File: config.mk
export PLATFORM = sky130hd
export DESIGN_NAME = alu_mc
export DESIGN_NICKNAME = d
export VERILOG_FILES = /design/src/rtl/alu_mc_pkg.sv /design/src/rtl/alu_mc_mul_seq.sv /design/src/rtl/alu_mc.sv
export SDC_FILE = /design/constraint.sdc
export NUM_CORES = 1
export LEC_CHECK = 0
export CELL_PAD_IN_SITES_DETAIL_PLACEMENT = 0
export CELL_PAD_IN_SITES_GLOBAL_PLACEMENT = 1
export CORE_ASPECT_RATIO = 1.4
export CORE_UTILIZATION = 35
export CTS_BUF_LIST = sky130_fd_sc_hd__clkbuf_16
export DETAILED_ROUTE_END_ITERATION = 8
export PLACE_DENSITY_LB_ADDON = 0.12
export SLEW_MARGIN = 5
export SYNTH_ARGS = -nofsm -noshare
export SYNTH_HDL_FRONTEND = slang
export SYNTH_SLANG_ARGS = --single-unit
File: constraint.sdc
create_clock -name clk -period 6.1 [get_ports clk]
set_clock_uncertainty 0.1 [all_clocks]
set_input_delay 1.525 -clock clk [delete_from_list [all_inputs] [get_ports clk]]
set_output_delay 1.525 -clock clk [all_outputs]
set_load 0.1 [all_outputs]
File: src/rtl/alu_mc_pkg.sv
// Shared opcode fields, full 7-bit ALU_OP codes ({FUN, OP[3:2], OP[1:0]}) and FSM state type for alu_mc.
package alu_mc_pkg;

    localparam logic [2:0] ALU_CAL     = 3'd0;
    localparam logic [2:0] ALU_IMM     = 3'd1;
    localparam logic [2:0] BRANCH      = 3'd2;
    localparam logic [2:0] BRANCH_JUMP = 3'd3;

    localparam logic [1:0] NUM_CAL       = 2'd0;
    localparam logic [1:0] BIN_CAL       = 2'd1;
    localparam logic [1:0] BIM_SHIFT     = 2'd2;
    localparam logic [1:0] BIN_SHIFT_IMM = 2'd3;

    // Immediate, branch and jump ops all live in the OP[3:2] = 00 group.
    localparam logic [6:0] OP_ADD  = {ALU_CAL, NUM_CAL, 2'd0};
    localparam logic [6:0] OP_SUB  = {ALU_CAL, NUM_CAL, 2'd1};
    localparam logic [6:0] OP_MUL  = {ALU_CAL, NUM_CAL, 2'd2};
    localparam logic [6:0] OP_AND  = {ALU_CAL, BIN_CAL, 2'd0};
    localparam logic [6:0] OP_OR   = {ALU_CAL, BIN_CAL, 2'd1};
    localparam logic [6:0] OP_XOR  = {ALU_CAL, BIN_CAL, 2'd2};
    localparam logic [6:0] OP_SLL  = {ALU_CAL, BIM_SHIFT, 2'd0};
    localparam logic [6:0] OP_SRL  = {ALU_CAL, BIM_SHIFT, 2'd1};
    localparam logic [6:0] OP_SLLI = {ALU_CAL, BIN_SHIFT_IMM, 2'd0};
    localparam logic [6:0] OP_SRLI = {ALU_CAL, BIN_SHIFT_IMM, 2'd1};
    localparam logic [6:0] OP_ANDI = {ALU_IMM, NUM_CAL, 2'd0};
    localparam logic [6:0] OP_ORI  = {ALU_IMM, NUM_CAL, 2'd1};
    localparam logic [6:0] OP_XORI = {ALU_IMM, NUM_CAL, 2'd2};
    localparam logic [6:0] OP_ADDI = {ALU_IMM, NUM_CAL, 2'd3};
    localparam logic [6:0] OP_BEQ  = {BRANCH, NUM_CAL, 2'd0};
    localparam logic [6:0] OP_BNE  = {BRANCH, NUM_CAL, 2'd1};
    localparam logic [6:0] OP_BLT  = {BRANCH, NUM_CAL, 2'd2};
    localparam logic [6:0] OP_JAL  = {BRANCH_JUMP, NUM_CAL, 2'd0};

    typedef enum logic [1:0] {
        ST_IDLE   = 2'd0,
        ST_MUL    = 2'd1,
        ST_RESULT = 2'd2
    } state_e;

endpackage

File: src/rtl/alu_mc_mul_seq.sv
// Iterative shift-add multiplier; done pulses combinationally during the final iteration
// and product carries that iteration's accumulator sum so the caller can register it on the same edge.
module alu_mul_seq #(
    parameter int DATA_W = 8
) (
    input  logic              clk,
    input  logic              rst,
    input  logic              start,
    input  logic [DATA_W-1:0] mcand_i,
    input  logic [DATA_W-1:0] mplier_i,
    output logic              done,
    output logic [DATA_W-1:0] product
);

    localparam int CNT_W = $clog2(DATA_W + 1);

    logic [DATA_W-1:0] mcand_q, mcand_d;
    logic [DATA_W-1:0] mplier_q, mplier_d;
    logic [DATA_W-1:0] acc_q, acc_d;
    logic [CNT_W-1:0]  count_q, count_d;
    logic              active_q, active_d;
    logic [DATA_W-1:0] acc_sum;

    always_comb begin
        acc_sum  = acc_q + (mplier_q[0] ? mcand_q : '0);
        done     = active_q && (count_q == CNT_W'(1));
        product  = acc_sum;
        mcand_d  = mcand_q;
        mplier_d = mplier_q;
        acc_d    = acc_q;
        count_d  = count_q;
        active_d = active_q;
        if (start) begin
            mcand_d  = mcand_i;
            mplier_d = mplier_i;
            acc_d    = '0;
            count_d  = CNT_W'(DATA_W);
            active_d = 1'b1;
        end else if (active_q) begin
            acc_d    = acc_sum;
            mcand_d  = mcand_q << 1;
            mplier_d = mplier_q >> 1;
            count_d  = count_q - CNT_W'(1);
            active_d = !done;
        end
    end

    always_ff @(posedge clk) begin
        if (rst) begin
            mcand_q  <= '0;
            mplier_q <= '0;
            acc_q    <= '0;
            count_q  <= '0;
            active_q <= 1'b0;
        end else begin
            mcand_q  <= mcand_d;
            mplier_q <= mplier_d;
            acc_q    <= acc_d;
            count_q  <= count_d;
            active_q <= active_d;
        end
    end

endmodule

File: src/rtl/alu_mc.sv
// Registered multi-cycle ALU with valid/ready handshake; MUL is delegated to alu_mul_seq,
// everything else resolves in one cycle. Outputs only update when a new result is captured.
module alu_mc
    import alu_mc_pkg::*;
#(
    parameter int DATA_W  = 8,
    parameter int SHAMT_W = $clog2(DATA_W)
) (
    input  logic              clk,
    input  logic              rst,
    input  logic              in_valid,
    output logic              in_ready,
    input  logic [6:0]        ALU_OP,
    input  logic [DATA_W-1:0] r0_data,
    input  logic [DATA_W-1:0] r1_data,
    output logic              out_valid,
    input  logic              out_ready,
    output logic [DATA_W-1:0] o_data,
    output logic              B_PCSrc,
    output logic              zero,
    output logic              busy
);

    localparam logic [DATA_W-1:0] SHIFT_LIMIT = DATA_W'(DATA_W);

    state_e            state_q, state_d;
    logic              out_valid_q, out_valid_d;
    logic [DATA_W-1:0] o_data_q, o_data_d;
    logic              pc_q, pc_d;
    logic              zero_q, zero_d;

    logic              accept;
    logic              is_mul;
    logic              mul_start;
    logic              mul_done;
    logic [DATA_W-1:0] mul_product;
    logic [DATA_W-1:0] alu_res;
    logic              alu_pc;
    logic              shamt_ok;
    logic [DATA_W-1:0] shl_res;
    logic [DATA_W-1:0] shr_res;

    alu_mul_seq #(.DATA_W(DATA_W)) u_mul (
        .clk      (clk),
        .rst      (rst),
        .start    (mul_start),
        .mcand_i  (r0_data),
        .mplier_i (r1_data),
        .done     (mul_done),
        .product  (mul_product)
    );

    // Whole r1_data is compared so large amounts saturate to zero instead of wrapping.
    always_comb begin
        shamt_ok = r1_data < SHIFT_LIMIT;
        shl_res  = shamt_ok ? (r0_data << r1_data[SHAMT_W-1:0]) : '0;
        shr_res  = shamt_ok ? (r0_data >> r1_data[SHAMT_W-1:0]) : '0;
        alu_res  = '0;
        alu_pc   = 1'b0;
        is_mul   = 1'b0;
        case (ALU_OP)
            OP_ADD, OP_ADDI: alu_res = r0_data + r1_data;
            OP_SUB:          alu_res = r0_data - r1_data;
            OP_MUL:          is_mul  = 1'b1;
            OP_AND, OP_ANDI: alu_res = r0_data & r1_data;
            OP_OR,  OP_ORI:  alu_res = r0_data | r1_data;
            OP_XOR, OP_XORI: alu_res = r0_data ^ r1_data;
            OP_SLL, OP_SLLI: alu_res = shl_res;
            OP_SRL, OP_SRLI: alu_res = shr_res;
            OP_BEQ:          alu_pc  = (r0_data == r1_data);
            OP_BNE:          alu_pc  = (r0_data != r1_data);
            OP_BLT:          alu_pc  = (r0_data < r1_data);
            OP_JAL:          alu_pc  = 1'b1;
            default: ;
        endcase
    end

    always_comb begin
        in_ready    = (state_q == ST_IDLE) || ((state_q == ST_RESULT) && out_ready);
        accept      = in_valid && in_ready;
        mul_start   = accept && is_mul;
        state_d     = state_q;
        out_valid_d = out_valid_q;
        o_data_d    = o_data_q;
        pc_d        = pc_q;
        zero_d      = zero_q;
        case (state_q)
            ST_IDLE, ST_RESULT: begin
                if (accept && is_mul) begin
                    state_d     = ST_MUL;
                    out_valid_d = 1'b0;
                end else if (accept) begin
                    state_d     = ST_RESULT;
                    out_valid_d = 1'b1;
                    o_data_d    = alu_res;
                    pc_d        = alu_pc;
                    zero_d      = (alu_res == '0);
                end else if ((state_q == ST_RESULT) && out_ready) begin
                    state_d     = ST_IDLE;
                    out_valid_d = 1'b0;
                end
            end
            ST_MUL: begin
                if (mul_done) begin
                    state_d     = ST_RESULT;
                    out_valid_d = 1'b1;
                    o_data_d    = mul_product;
                    pc_d        = 1'b0;
                    zero_d      = (mul_product == '0);
                end
            end
            default: begin
                state_d     = ST_IDLE;
                out_valid_d = 1'b0;
            end
        endcase
    end

    always_ff @(posedge clk) begin
        if (rst) begin
            state_q     <= ST_IDLE;
            out_valid_q <= 1'b0;
            o_data_q    <= '0;
            pc_q        <= 1'b0;
            zero_q      <= 1'b1;
        end else begin
            state_q     <= state_d;
            out_valid_q <= out_valid_d;
            o_data_q    <= o_data_d;
            pc_q        <= pc_d;
            zero_q      <= zero_d;
        end
    end

    assign out_valid = out_valid_q;
    assign o_data    = o_data_q;
    assign B_PCSrc   = pc_q;
    assign zero      = zero_q;
    assign busy      = (state_q == ST_MUL);

endmodule
**Word-level counts from Yosys, hierarchy flattened**

Index checks and enable logic that the tools add are counted.

- Mux-type cells: 36
- Bitwise gates (word level): 3
- Equality and inequality tests: 26
- Magnitude comparators: 2
- Reductions and logical operators: 22
- Shift operators: 2
- Add/subtract/negate cells: 4

Operator list:

| cell | count |
|---|---|
| $mux 8 | 10 |
| $pmux 8 s7 | 1 |
| $eq 7x4->1 const B | 4 |
| $eq 7x5->1 const B | 4 |
| $eq 7x6->1 const B | 4 |
| $eq 7x3->1 const B | 3 |
| $add 8x8->8 | 2 |
| $logic_not 8->1 | 2 |
| $pmux 8 s2 | 1 |
| $reduce_or 2->1 | 8 |
| $mux 1 | 13 |
| $and 8x8->8 | 1 |
| $eq 8x8->1 | 1 |
| $lt 8x4->1 const B | 1 |
| $lt 8x8->1 | 1 |
| $mux 2 | 4 |
| $mux 4 | 2 |
| $ne 8x8->1 | 1 |
| $or 8x8->8 | 1 |
| $shl 8x3->8 | 1 |
| $shr 8x3->8 | 1 |
| $sub 8x8->8 | 1 |
| $xor 8x8->8 | 1 |
| $eq 7x1->1 const B | 1 |
| other kinds (19) | 26 |

- Register bits after elaboration: 42
- Logic and storage cells: 106
- Input port bits: 27
- Output and inout port bits: 13

**Depth between registers and ports, before layout**

Gate-level depths: netlist (run 1).

- Word-level depth: 7
- Gate-level depth with buffers: 11
- Gate-level depth less buffers: 11

**Cells and area by module**

From an unflattened synthesis (run 1), not the netlist that was laid out.

- Cell total of the unflattened synthesis: 513
- Area total of the unflattened synthesis: 3993.8 um2

By module, submodules not included:

| module | area each (um2) | instances | cells each | sequential area each (um2) |
|---|---|---|---|---|
| alu_mc | 2376.0 | 1 | 316 | 240.2 |
| alu_mul_seq | 1617.8 | 1 | 197 | 580.6 |

**Worst setup path before layout (run 1)**

Ideal clock, no wire load.

- Path type: input to output
- From: input port out_ready
- To: output port in_ready
- Arrival time: 3.038 ns
- Required time: 4.475 ns
- Path slack: 1.437 ns
- Buffers on the path: 0
- Stages on the path: 2
- Cells stage by stage: nand2b_1 > nor2b_1

- Longest elaborated chain between the ends: 2

Ends and longest elaborated chain:

| element | line | source |
|---|---|---|
| from (decl) | alu_mc.sv:17 | `input logic out_ready,` |
| $logic_and 1x1->1 | alu_mc.sv:79 | `in_ready = (state_q == ST_IDLE) \|\| ((state_q == ST_RESULT) && out_ready);` |
| $logic_or 1x1->1 | alu_mc.sv:79 |  |
| to (decl) | alu_mc.sv:12 | `output logic in_ready,` |

No other way between the ends.

**Final worst setup path (run 1)**

- From: input port r1_data[2]
- To: register zero_q (netlist: zero)

- Longest elaborated chain between the ends: 7
- Elaborated cells between the ends (all ways): 15
- Classes of those cells: 2 x add/sub; 1 x order compare; 2 x shift; 6 x mux; 3 x bitwise; 1 x reduce/logical

Ends and longest elaborated chain:

| element | line | source |
|---|---|---|
| from (decl) | alu_mc.sv:15 | `input logic [DATA_W-1:0] r1_data,` |
| $lt 8x4->1, or another cell as far along | alu_mc.sv:55 | `shamt_ok = r1_data < SHIFT_LIMIT;` |
| $mux 8 (on tied branches) | alu_mc.sv:57, alu_mc.sv:56 |  |
| $pmux 8 s7 * | alu_mc.sv:61 | `case (ALU_OP)` |
| $logic_not 8->1 * | alu_mc.sv:97 | `zero_d = (alu_res == '0);` |
| $mux 1 * | alu_mc.sv:92 | `end else if (accept) begin` |
| $mux 1 * | alu_mc.sv:89 | `if (accept && is_mul) begin` |
| $pmux 1 s2 * | alu_mc.sv:87 | `case (state_q)` |
| to (signal assigned) | alu_mc.sv:131 | `zero_q <= zero_d;` |
| to (decl) | alu_mc.sv:30 | `logic zero_q, zero_d;` |

Mark *: on every way between the ends. The rest lies on a longest branch, timed or not. The select of a mux whose other input is x is not followed.
A chain may end at the register's enable or synchronous reset.

==> results of run 1 <==
[worst max path at each step]
stage / start / end / slack [ns] / depth (start not counted)
final: r1_data[2] / zero$_SDFFE_PP1P_ / 1.32 / 10
after floorplan: out_ready / in_ready / 1.44 / 2
after CTS: r1_data[2] / zero$_SDFFE_PP1P_ / 1.40 / 10
after global routing: r1_data[2] / zero$_SDFFE_PP1P_ / 1.02 / 10
after detailed placement: r1_data[2] / zero$_SDFFE_PP1P_ / 1.14 / 10
after global placement: r1_data[2] / zero$_SDFFE_PP1P_ / 1.19 / 10
[area by class of cell]
cell class,count,area share [%]
clock buffers,5,2.75
clock inverters,3,0.247
inverters,29,2.39
multi-input cells,374,62.9
flip-flops and latches,41,18.0
well taps,141,3.87
repair buffers,47,9.83
[cell families after synthesis]
family	count (synthesis)	share of synthesized area (%)
simple gates	150	20.0
compound gates	130	23.4
buf+inv	62	6.24
mux	43	13.9
flops	41	20.9
fa+ha+maj	37	12.3
xor+xnor	14	3.12
[registers in the layout (all words and copies together) (netlist names)]
register,cells
u_mul.active_q,1
u_mul.acc_q,8
o_data,8
u_mul.mcand_q,8
state_q,2
u_mul.mplier_q,8
zero,1
u_mul.count_q,4
B_PCSrc,1
[metrics by stage]
step                      setup WS, ns  cells  cell area (um^2)
final                             1.32    640              4560
after global routing              1.02    640              4560
after CTS                         1.40    640              4560
after detailed placement          1.14    632              4420
after global placement            1.19    632              4420
after floorplan                   1.44    477              3930
[power groups by stage]
stage                     clock network (mW)  registers (mW)  logic [mW]
after CTS                              0.258           0.274       0.212
after detailed placement                   0           0.280       0.211
after global placement                     0           0.280       0.212
after global routing                   0.269           0.275       0.230
after floorplan                            0           0.304       0.119
final                                  0.249           0.275       0.213
[worst max-delay path: cells and delay by family]
kind,cells,cell delay [ns]
adder cells (fa/ha/maj),1,0.57
buffers and inverters,2,1.06
AND/OR/NAND/NOR,2,0.24
AO/OA/AOI/OAI,5,1.49
[per-layer routing]
metal	GRT usage, %	vias to the layer above	share of wire, %
met5	0	-	0
met4	10.9	0	4.2
met3	2.56	28	3.9
met2	38.8	96	51
met1	24.0	1711	41
li1	-	1796	-
[cells in the final DEF, fill, tap and decap left out, types with 5 or more instances in the layout]
master	n
a211oi_1	20
xor2_1	6
a21oi_1	29
nor2_1	53
and2_1	7
o211ai_1	5
dfxtp_1	41
clkdlybuf4s50_1	38
nand3_1	10
nor2b_1	9
ha_1	34
buf_4	9
xnor2_1	8
mux4_2	9
nand3b_1	6
mux2i_1	30
inv_1	31
nand2_1	16
clkbuf_16	5
o21ai_0	14
nand2b_1	7
nor3_1	17
o31ai_1	5
==> flow_summary.yaml, run 1 <==
outcome:
  status: "complete, no violations"
power_and_ir_drop:
  p_switching_mw: 0.237
  intPower_mw: 0.500
  swShare_pct: 32.2
  p_total_mw: 0.737
  power_frac_comb_pct: 29.0
  power.density_nw_per_um2: 162
  p_leak_nw: 1.71
  vdd.ir_drop.worst_v: 0.000121
  clkPwrFrac_pct: 33.8
  p_seq_share_pct: 37.2
layout:
  multi_input_area_um2: 2870
  nNetsFinal: 562
  diodes: 0
  fillers: 1099
  final_layout_size_suffix_gt1_share_pct: 7.21
  final_core_utilization_pct: 41.9
  area_growth_pct: 15.9
  register_area_um2: 821
logic_synthesis:
  syn_avg_cell_area_um2: 8.24
  synth_seq_cells: 41
  yosysTopAreaCell: "dfxtp_1"
  synth_seq_area_share_pct: 20.9
  syn_area_um2: 3930
  synth_fp_nets: 541
  synth_commonest_cells: "nor2_1, dfxtp_1, ha_1"
  yosys_warnings: 0
  synth-edff-count: 0
  synth_cell_types: 70
  synth_top_area_share_pct: 20.9
  syn_inst: 477
  yosysMostFrequentCell: "nor2_1"
  synth_area_leaders: "dfxtp_1, ha_1, mux2i_1"
  async_flop_share_pct: 0
  synth_ff_type: "dfxtp_1"
timing:
  slew_headroom_pct: 35.3
  fmax_mhz: 209
  setup_viol: 0
  tns_ns: 0
  post-route-period-util_pct: 78.3
  hold_viol_final: 0
  hold_slack_ns: 0.358
  fin_crit_ns: 4.78
  rsz0062_at_grt: "no"
  worst_pin_slew_ns: 0.968
  final_max_slew_viol_count: 0
critical_path:
  crit_type: "primary input to register"
  cpPeakStageDelay_ns: 0.83
  arrival_ns: 4.89
  crit_slowest_cell: "clkdlybuf4s50_1"
  start_kind: "primary input"
  worstPathRequired_ns: 6.21
  reg2reg_depth: 10
  crit_chain: "clkdlybuf4s50_1 -> inv_1 -> ha_1 -> nor3_1 -> o311ai_0 -> o2111ai_1 -> a221o_1 -> a2111oi_0 -> nand4bb_1 -> o211ai_2"
  worst-r2r-setup-slack_ns: 3.09
  crit-reg2reg-capture: "zero$_SDFFE_PP1P_"
  r2r-start: "u_mul.mplier_q[0]$_SDFFE_PP0P_"
  crit_path_end_kind: "register"
  crit_fanout: 16
min_path:
  min_from: "o_data[2]$_SDFFE_PP0P_"
  hold_end: "o_data[2]$_SDFFE_PP0P_"
  hold_path_class: "register to register"
  holdPathStages: 2
route:
  first_iter_violations: 182
  routed_wl_mm: 12.0
  dr.pass1.iters: 4
  post-route-drc-count: 0
  vias: 3631
  vias_per_cell: 5.67
  routedWlPerCell_um: 18.8
  ant_nets: 0
clocking:
  root_buffer: "clkbuf_16"
  cts.htree.levels: 2
  numCtsBuffers: 5
  clk-insertion-delay-late_ns: 0.28
  post_cts_buffers: 0
  clk_path_buf_depth: 2
  cts_sinks: 41
  cts_hold_buffers: 0
  cts.repair.resized: 0
  cts_tree: "built"
  clkTransAtPathRegs_ns: 0.06
floorplanning:
  die_w_um: 91.6
  io_pins: 40
  coreArea_um2: 10900
  die_area_um2: 11700
  die_y_um: 127
  rows: 45
  initial_core_util_pct: 36.2
global_routing:
  grt_usage_pct: 21.2
  grt_pass1_wl_mm: 19.2
  grt_remaining_overflow: 0
  antenna_found_initial: 0
  grt_max_degree: 35
  grt_pass1_vias: 3646
place:
  gp_congestion: 0.872
  hpwlAfterDp_mm: 9.36
  port_buffers: 39
run:
  drv_cap: 0
No activity file was read; power rests on OpenSTA's default activity.
==> inputs of run 2 (changes only) <==
clock period = 5 ns   (was 6.1 ns; I/O delays follow)
==> flow_summary.yaml, run 2 (same netlist as run 1, synthesis figures left out) <==
clocking:
  cts.repair.resized: 0
  cts_hold_buffers: 0
  clk-insertion-delay-late_ns: 0.29
  clk_path_buf_depth: 2
  cts_sinks: 41
  numCtsBuffers: 5
  cts_tree: "built"
  clkTransAtPathRegs_ns: 0.06
  post_cts_buffers: 0
  root_buffer: "clkbuf_16"
  cts.htree.levels: 2
route:
  first_iter_violations: 165
  ant_nets: 0
  vias: 3730
  routed_wl_mm: 12.8
  post-route-drc-count: 0
  routedWlPerCell_um: 19.7
  vias_per_cell: 5.76
  dr.pass1.iters: 4
power_and_ir_drop:
  power.density_nw_per_um2: 198
  p_seq_share_pct: 36.7
  p_switching_mw: 0.297
  intPower_mw: 0.616
  clkPwrFrac_pct: 33.6
  swShare_pct: 32.5
  p_leak_nw: 1.74
  vdd.ir_drop.worst_v: 0.000269
  power_frac_comb_pct: 29.7
timing:
  fmax_mhz: 236
  post-route-period-util_pct: 84.6
  setup_viol: 0
  worst_pin_slew_ns: 0.975
  final_max_slew_viol_count: 0
  fin_crit_ns: 4.23
  rsz0062_at_grt: "no"
  slew_headroom_pct: 34.8
  hold_viol_final: 0
  tns_ns: 0
floorplanning:
  rows: 45
  die_w_um: 91.6
  die_area_um2: 11700
  die_y_um: 127
  coreArea_um2: 10900
  io_pins: 40
  initial_core_util_pct: 36.2
outcome:
  status: "complete, no violations"
critical_path:
  start_kind: "primary input"
  worst-r2r-setup-slack_ns: 2.05
  crit_slowest_cell: "clkdlybuf4s50_1"
  reg2reg_depth: 10
  worstPathRequired_ns: 5.11
  crit_path_end_kind: "register"
  crit-reg2reg-capture: "zero$_SDFFE_PP1P_"
  r2r-start: "u_mul.mplier_q[0]$_SDFFE_PP0P_"
  crit_chain: "clkdlybuf4s50_1 -> inv_1 -> ha_1 -> a21oi_1 -> o21bai_1 -> a221o_1 -> a221o_1 -> a2111oi_0 -> nand4bb_1 -> o211ai_2"
  crit_top_cell: "a221o_1"
  crit_fanout: 10
  cpPeakStageDelay_ns: 0.69
  crit_type: "primary input to register"
  arrival_ns: 4.34
global_routing:
  grt_max_degree: 37
  grt_usage_pct: 22.9
  grt_remaining_overflow: 0
  grt_pass1_wl_mm: 20.5
  grt_pass1_vias: 3816
  antenna_found_initial: 0
place:
  place_area_um2: 4480
  hpwlAfterDp_mm: 10.2
  port_buffers: 39
  gp_congestion: 0.907
min_path:
  holdPathStages: 2
  hold_path_class: "register to register"
  hold_end: "o_data[4]$_SDFFE_PP0P_"
  min_from: "o_data[4]$_SDFFE_PP0P_"
layout:
  diodes: 0
  nNetsFinal: 570
  final_cell_mix: "nor2_1, dfxtp_1, clkdlybuf4s50_1"
  register_area_um2: 821
  fillers: 1101
  multi_input_area_um2: 2870
  final_area_um2: 4620
  final_common_cell: "nor2_1"
  final_layout_size_suffix_gt1_share_pct: 8.88
  area_growth_pct: 17.4
run:
  drv_cap: 0
## run 2: cell count changes in the layout (fill, tap and decap cells not counted), sizes merged
cell    previous run  this run
buf                9        17
clkinv             1         4
inv               31        28
## run 2: cell type report
class                   instances  area share (%)
clock buffers                   5            2.71
clock inverters                 3           0.271
inverters                      29            2.36
multi-input cells             374            62.1
flip-flops and latches         41            17.8
well taps                     141            3.82
repair buffers                 55            11.0
## run 2: how the worst max path moves through the flow
stage | startpoint | slack (ns) | cells after the start | endpoint
2_1_floorplan | out_ready | 0.89 | 2 | in_ready
3_3_place_gp | r0_data[1] | 0.61 | 10 | zero$_SDFFE_PP1P_
3_5_place_dp | r0_data[1] | 0.52 | 10 | zero$_SDFFE_PP1P_
4_1_cts | r0_data[1] | 0.81 | 10 | zero$_SDFFE_PP1P_
5_1_grt | r0_data[1] | 0.59 | 10 | zero$_SDFFE_PP1P_
6_report | r0_data[1] | 0.77 | 10 | zero$_SDFFE_PP1P_
## run 2: critical path, delay by kind of cell
| kind | cells | cell delay [ns] |
|---|---|---|
| AOI/OAI and AO/OA | 6 | 1.70 |
| adders and majority gates | 1 | 0.38 |
| and+or+nand+nor | 1 | 0.16 |
| buffers and inverters | 2 | 0.84 |
## run 2: stage by stage
stage                     setup slack [ns]  utilization, %  power [mW]  instances  hold slack [ns]
final                                0.771            42.5       0.913        648            0.351
after floorplan                      0.887               -       0.516        477            0.365
after detailed placement             0.515            41.2       0.610        640            0.349
after global placement               0.613            41.2       0.612        640            0.344
after CTS                            0.808            42.5       0.921        648            0.358
after global routing                 0.588            42.5       0.959        648            0.385
## run 2: power groups by stage
stage	Clock, mW	Combinational [mW]	Sequential, mW
2_1_floorplan	0	0.146	0.371
5_1_grt	0.333	0.290	0.335
3_5_place_dp	0	0.268	0.342
3_3_place_gp	0	0.270	0.342
6_report	0.307	0.271	0.335
4_1_cts	0.317	0.269	0.335
## run 2: layer usage
layer  GRT usage, %  share of wire, %  vias up
li1               -                 -     1818
met1           25.9                39     1777
met2           40.5                51       96
met3           2.74               3.7       39
met4           14.9               6.4        0
met5              0                 0        -
